[config.mk]
export PLATFORM = sky130hd
export DESIGN_NAME = rv32imf_apu_dispatcher
export DESIGN_NICKNAME = d
export VERILOG_FILES = /design/src/rtl/rv32imf_apu_dispatcher.sv
export SDC_FILE = /design/constraint.sdc
export NUM_CORES = 1
export LEC_CHECK = 0
export ABC_CLOCK_PERIOD_IN_PS = 2000
export BUFFER_PORTS_ARGS = -buffer_cell sky130_fd_sc_hd__buf_2
export CAP_MARGIN = 20
export CORE_AREA = 4 4 110 191
export CTS_BUF_LIST = sky130_fd_sc_hd__clkbuf_8 sky130_fd_sc_hd__clkbuf_16
export CTS_CLUSTER_DIAMETER = 50
export DETAILED_ROUTE_END_ITERATION = 10
export DIE_AREA = 0 0 114 195
export PLACE_DENSITY = 0.78
export SLEW_MARGIN = 20
export SYNTH_ARGS = -nofsm -noshare
export SYNTH_HDL_FRONTEND = slang
export SYNTH_SLANG_ARGS = --single-unit
[constraint.sdc]
create_clock -name clk_i -period 2 [get_ports clk_i]
set_clock_uncertainty 0.1 [all_clocks]
set_input_delay 0.5 -clock clk_i [delete_from_list [all_inputs] [get_ports clk_i]]
set_output_delay 0.5 -clock clk_i [all_outputs]
set_load 0.02 [all_outputs]
[src/rtl/rv32imf_apu_dispatcher.sv]
// APU request dispatcher: issues FP ops to the FPU wrapper, tracks outstanding tags in order
// and retires responses as register-file writebacks. Optional macro: RV32IMF_APU_DISPATCHER_DEP_CHECK_EN.
module rv32imf_apu_dispatcher #(
  parameter int MAX_OUTSTANDING = 4,
  parameter int WADDR_W         = 5
) (
  input  logic                 clk_i,
  input  logic                 rst_i,
  input  logic                 enable_i,
  input  logic [1:0]           lat_i,
  input  logic [WADDR_W-1:0]   waddr_i,
  input  logic [95:0]          operands_i,
  input  logic [5:0]           op_i,
  input  logic [14:0]          flags_i,
  output logic                 stall_o,
  output logic                 apu_req_o,
  input  logic                 apu_gnt_i,
  output logic [95:0]          apu_operands_o,
  output logic [5:0]           apu_op_o,
  output logic [14:0]          apu_flags_o,
  input  logic                 apu_rvalid_i,
  input  logic [31:0]          apu_rdata_i,
  input  logic [4:0]           apu_rflags_i,
  output logic                 wb_valid_o,
  output logic [WADDR_W-1:0]   wb_waddr_o,
  output logic [31:0]          wb_data_o,
  output logic [4:0]           wb_flags_o,
`ifdef RV32IMF_APU_DISPATCHER_DEP_CHECK_EN
  input  logic [3*WADDR_W-1:0] read_regs_i,
  input  logic [2:0]           read_regs_valid_i,
  output logic                 read_dep_o,
`endif
  output logic                 busy_o,
  output logic                 spurious_o
);

  localparam int PTR_W = $clog2(MAX_OUTSTANDING);
  localparam int CNT_W = PTR_W + 1;

  typedef enum logic {IDLE, REQ} state_e;

  state_e               state_q, state_d;
  logic [1:0]           cls_q;
  logic [WADDR_W-1:0]   payWaddr_q;
  logic [95:0]          payOperands_q;
  logic [5:0]           payOp_q;
  logic [14:0]          payFlags_q;
  logic [WADDR_W-1:0]   fifoMem_q [MAX_OUTSTANDING];
  logic [PTR_W-1:0]     rdPtr_q, wrPtr_q;
  logic [CNT_W-1:0]     fifoCount_q;
  logic                 wbValid_q, spurious_q;
  logic [WADDR_W-1:0]   wbWaddr_q;
  logic [31:0]          wbData_q;
  logic [4:0]           wbFlags_q;

  logic [CNT_W-1:0]     inflight;
  logic                 depBlock, issueOk, capture, push, pop;

  // A granted op moves from REQ into the FIFO, so this sum is the same before and after the grant.
  assign inflight = fifoCount_q + CNT_W'(state_q == REQ);

`ifdef RV32IMF_APU_DISPATCHER_DEP_CHECK_EN
  always_comb begin
    read_dep_o = 1'b0;
    for (int r = 0; r < 3; r++) begin
      if (read_regs_valid_i[r]) begin
        for (int e = 0; e < MAX_OUTSTANDING; e++) begin
          if (CNT_W'(e) < fifoCount_q &&
              fifoMem_q[rdPtr_q + PTR_W'(e)] == read_regs_i[r*WADDR_W +: WADDR_W])
            read_dep_o = 1'b1;
        end
        if (state_q == REQ && payWaddr_q == read_regs_i[r*WADDR_W +: WADDR_W])
          read_dep_o = 1'b1;
      end
    end
  end
  assign depBlock = read_dep_o;
`else
  assign depBlock = 1'b0;
`endif

  assign issueOk = (inflight < CNT_W'(MAX_OUTSTANDING)) &&
                   (inflight == '0 || (lat_i == cls_q && cls_q != 2'd3)) && !depBlock;

  always_comb begin
    state_d = state_q;
    capture = 1'b0;
    push    = 1'b0;
    stall_o = enable_i;
    case (state_q)
      IDLE: begin
        if (enable_i && issueOk) begin
          capture = 1'b1;
          state_d = REQ;
          stall_o = 1'b0;
        end
      end
      REQ: begin
        if (apu_gnt_i) begin
          push = 1'b1;
          if (enable_i && issueOk) begin
            capture = 1'b1;
            stall_o = 1'b0;
          end else begin
            state_d = IDLE;
          end
        end
      end
      default: state_d = IDLE;
    endcase
  end

  // A response arriving while the FIFO is empty may still retire the op being granted this cycle.
  assign pop = apu_rvalid_i && (fifoCount_q != '0 || push);

  always_ff @(posedge clk_i) begin
    if (rst_i) begin
      state_q       <= IDLE;
      cls_q         <= 2'd0;
      payWaddr_q    <= '0;
      payOperands_q <= '0;
      payOp_q       <= '0;
      payFlags_q    <= '0;
      for (int i = 0; i < MAX_OUTSTANDING; i++) fifoMem_q[i] <= '0;
      rdPtr_q       <= '0;
      wrPtr_q       <= '0;
      fifoCount_q   <= '0;
      wbValid_q     <= 1'b0;
      wbWaddr_q     <= '0;
      wbData_q      <= '0;
      wbFlags_q     <= '0;
      spurious_q    <= 1'b0;
    end else begin
      state_q   <= state_d;
      wbValid_q <= pop;
      if (capture) begin
        cls_q         <= lat_i;
        payWaddr_q    <= waddr_i;
        payOperands_q <= operands_i;
        payOp_q       <= op_i;
        payFlags_q    <= flags_i;
      end
      if (push && !(pop && fifoCount_q == '0)) begin
        fifoMem_q[wrPtr_q] <= payWaddr_q;
        wrPtr_q            <= wrPtr_q + PTR_W'(1);
      end
      if (pop) begin
        wbWaddr_q <= (fifoCount_q == '0) ? payWaddr_q : fifoMem_q[rdPtr_q];
        wbData_q  <= apu_rdata_i;
        wbFlags_q <= apu_rflags_i;
        if (fifoCount_q != '0) rdPtr_q <= rdPtr_q + PTR_W'(1);
      end
      if (push && !pop)      fifoCount_q <= fifoCount_q + CNT_W'(1);
      else if (pop && !push) fifoCount_q <= fifoCount_q - CNT_W'(1);
      if (apu_rvalid_i && !pop) spurious_q <= 1'b1;
    end
  end

  assign apu_req_o      = (state_q == REQ);
  assign apu_operands_o = payOperands_q;
  assign apu_op_o       = payOp_q;
  assign apu_flags_o    = payFlags_q;
  assign wb_valid_o     = wbValid_q;
  assign wb_waddr_o     = wbWaddr_q;
  assign wb_data_o      = wbData_q;
  assign wb_flags_o     = wbFlags_q;
  assign busy_o         = (state_q == REQ) || (fifoCount_q != '0);
  assign spurious_o     = spurious_q;

endmodule

==> impl_metrics.tcl <==
set metrics [dict create \
    status "finished, violations left" \
    violations "setup timing" \
    yosysUniqueCellTypes 40 \
    synth_flop_cell "dfxtp_1" \
    reg2reg_depth 11 \
    antenna_found_initial 4 \
    r2r_start "apu_req_o" \
    setup_violations 125 \
    path_class "reg2out" \
    final_layout_size_suffix_gt1_share_pct 36.7 \
    synth_xor_area_share_pct 0.723 \
    setup_slack_ns -0.376 \
    core_area_mm2 0.0196 \
    wl_um 22100 \
    power_density_mw_per_mm2 1400 \
    dp_slack_ns -0.152 \
    gp_congestion 0.799 \
    hold_path.class "in2reg" \
    cp.required_ns 1.40 \
    grt_pass1_wl_um 33500 \
    via_count 6867 \
    synth_compound_area_share_pct 4.03 \
    final_nets 1349 \
    grtUsageTotal_pct 18.7 \
    worstPathArrival_ns 1.78 \
    rsz0062_at_grt "true" \
    cp_cell_sequence "ha_4, ha_4, nor2_2, a211oi_2, nor2b_1, a21boi_2, buf_6" \
    ios 330 \
    cp-endpoint "stall_o" \
    path_depth 7 \
    route.detailed.drc 0 \
    cp-start-kind "flop" \
    clk_path_buf_depth 2 \
    syn_area_mm2 0.00848 \
    synth.area.top_cells "dfxtp_1 42%, nand2b_1 18%, mux2i_1 15%, edfxtp_1 7.1%, nand2_1 3.3%" \
    cp-startpoint "apu_req_o" \
    fillerInstances 1671 \
    clk_latency_ns 0.43 \
    max_slew_margin_pct 67.5 \
    synth_edf_count 20 \
    root_buffer "clkbuf_16" \
    maxCapViolCount 0 \
    rows 68 \
    cts_made_buffers 17 \
    cellLeakagePower_nw 5.26 \
    vias_per_cell 4.77 \
    fp.dieW_um 114 \
    tightestPinTransition_ns 0.485 \
    first_pass_iters 4 \
    design_area_mm2 0.0117 \
    syn-num-nets 1007 \
    cp-end-kind "primary output" \
    grt_pass1_vias 6800 \
    synthArstFlopShare_pct 0 \
    synth_cells 838 \
    place_area_mm2 0.0106 \
    cts_sinks 198 \
    die-area_mm2 0.0222 \
    synth_warnings 0 \
    yosys_register_bits 198 \
    cp_common_cell "ha_4" \
    utilization_pct 59.8 \
    synth-simple-area-share_pct 26.0 \
    synth_common_cells "250 x nand2b_1, 178 x dfxtp_1, 125 x mux2i_1, 75 x nand2_1, 40 x a21oi_1" \
    path_delay_family "adder cells" \
    avgSynthCellArea_um2 10.1 \
    holdBufCountCts 0 \
    synth_top_area_cell "dfxtp_1" \
    setup_tns_ns -8.03 \
    regToRegEndpoint "apu_operands_o[53]" \
    ys_seq_area_share_pct 49.1 \
    antenna_left 0 \
    period_minus_slack_ns 2.38 \
    cts_tree "yes" \
    hold_viol_final 0 \
    dp_hpwl_um 15500 \
    crit_buf_inv 1 \
    wl_per_cell_um 15.3 \
    cpPeakStageDelay_ns 0.35 \
    htreeDepth 4 \
    synth_fa_ha_area_share_pct 0.531 \
    synthMuxAreaShare_pct 16.1 \
    regToRegSetupSlack_ns -0.13 \
    synth_most_common_cell "nand2b_1" \
    drv_slew 0 \
    cts.clk_slew.worst_paths_ns 0.07 \
    irDropWorstVdd_mv 0.894 \
    syn_to_final_growth_pct 38.0 \
    period_share_pct 119 \
    fp.dieH_um 195 \
    drtIter0Drc 274 \
    crit_path_max_fanout 2 \
    synth_top_family_by_area "simple AND/OR/NAND/NOR gates" \
    cp_slowest_cell "dfxtp_4" \
    port_buffers 329 \
    netlist.area_leader.share_pct 42.0 \
    achievable-frequency_ghz 0.421 \
    grt_start_max_net_pins 130 \
    grt.overflow.total 0 \
    initial_core_util_pct 43.3 \
]
## sequential cells by signal, summed over array words and instances, names as in the netlist, named ones only
name	count
rdPtr_q	2
cls_q	2
fifoCount_q	3
wrPtr_q	2
wb_valid_o	1
apu_op_o	6
wb_waddr_o	5
spurious_o	1
payWaddr_q	5
wb_flags_o	5
apu_flags_o	15
apu_operands_o	96
wb_data_o	32
fifoMem_q	20
apu_req_o	1
## cells by family after synthesis
family                     after synthesis
DFF                                    198
AOI/OAI and AO/OA                       56
and+or+nand+nor                        384
xor gates and xnor gates                 7
adders and majority gates                3
muxes                                  130
buffers and inverters                   60
## final cells by class
cell class / instances / area (µm²) / area share (%)
sequential: 198 / 4170 / 35.7
multi-input combinational: 580 / 4090 / 34.9
timing repair buffer: 381 / 2490 / 21.3
clock buffer: 17 / 425 / 3.64
tap: 245 / 307 / 2.62
clock inverter: 15 / 200 / 1.71
inverter: 2 / 7.51 / 0.0642
antenna: 2 / 5.00 / 0.0428
## report_power, final
part	total, W	switching (W)	internal [W]
registers	0.00570	0.000605	0.00510
clock network	0.00365	0.00154	0.00211
logic	0.00708	0.00372	0.00336
total	0.0164	0.00587	0.0106
## what timing repair did
| item | CTS | global route |
|---|---|---|
| pin swaps | 2 | 2 |
| resized for setup | 9 | 27 |
| setup endpoints to repair | 3 | 126 |
| setup buffers | 2 | 6 |
| gates cloned | 3 | 11 |
## per-layer routing
layer  global-route usage [%]  up-vias  wire (µm)
li1                         -     3429          -
met1                     19.3     3149       7740
met2                     34.1      240      12000
met3                     5.86       43       1600
met4                     8.15        6        658
met5                        0        -         34
## stage by stage
step	hold WS (ns)	std cells	power (W)
global placement	0.338	1385	0.0116
finish	0.197	1440	0.0164
floorplan	0.358	838	0.00956
CTS	0.174	1422	0.0158
detailed placement	0.343	1385	0.0117
global route	0.185	1439	0.0173
## worst min path at each step
stage	start	to	depth (start not counted)
CTS	apu_rdata_i[30]	wb_data_o[30]	3
detailed placement	wb_data_o[9]	wb_data_o[9]	2
global route	apu_rdata_i[29]	wb_data_o[29]	3
finish	apu_rdata_i[30]	wb_data_o[30]	3
floorplan	cls_q[1]	cls_q[1]	2
global placement	wb_data_o[30]	wb_data_o[30]	2
## layout by cell type, fill, tap and decap left out, drive strengths merged, types with 6 or more instances in the layout
| cell type | Yosys | routed |
|---|---|---|
| edfxtp | 20 | 20 |
| mux2i | 125 | 125 |
| nand2b | 250 | 250 |
| buf | 21 | 372 |
| and2 | 21 | 21 |
| nand2 | 75 | 75 |
| a21oi | 40 | 40 |
| inv | 2 | 7 |
| nor2 | 14 | 14 |
| xnor2 | 6 | 6 |
| dfxtp | 178 | 178 |
| nor2b | 6 | 6 |
| clkbuf | 37 | 26 |
## worst register-to-register path, cell delays in order (launching register included)
cell       delay, ns
dfxtp_4         0.35
ha_4            0.15
ha_4            0.20
nor2_2          0.11
a211oi_2        0.05
buf_4           0.15
buf_4           0.13
nor2_4          0.21
buf_6           0.16
clkbuf_16       0.15
clkbuf_16       0.14
mux2i_1         0.17
Power figures use the tool's default switching activity.
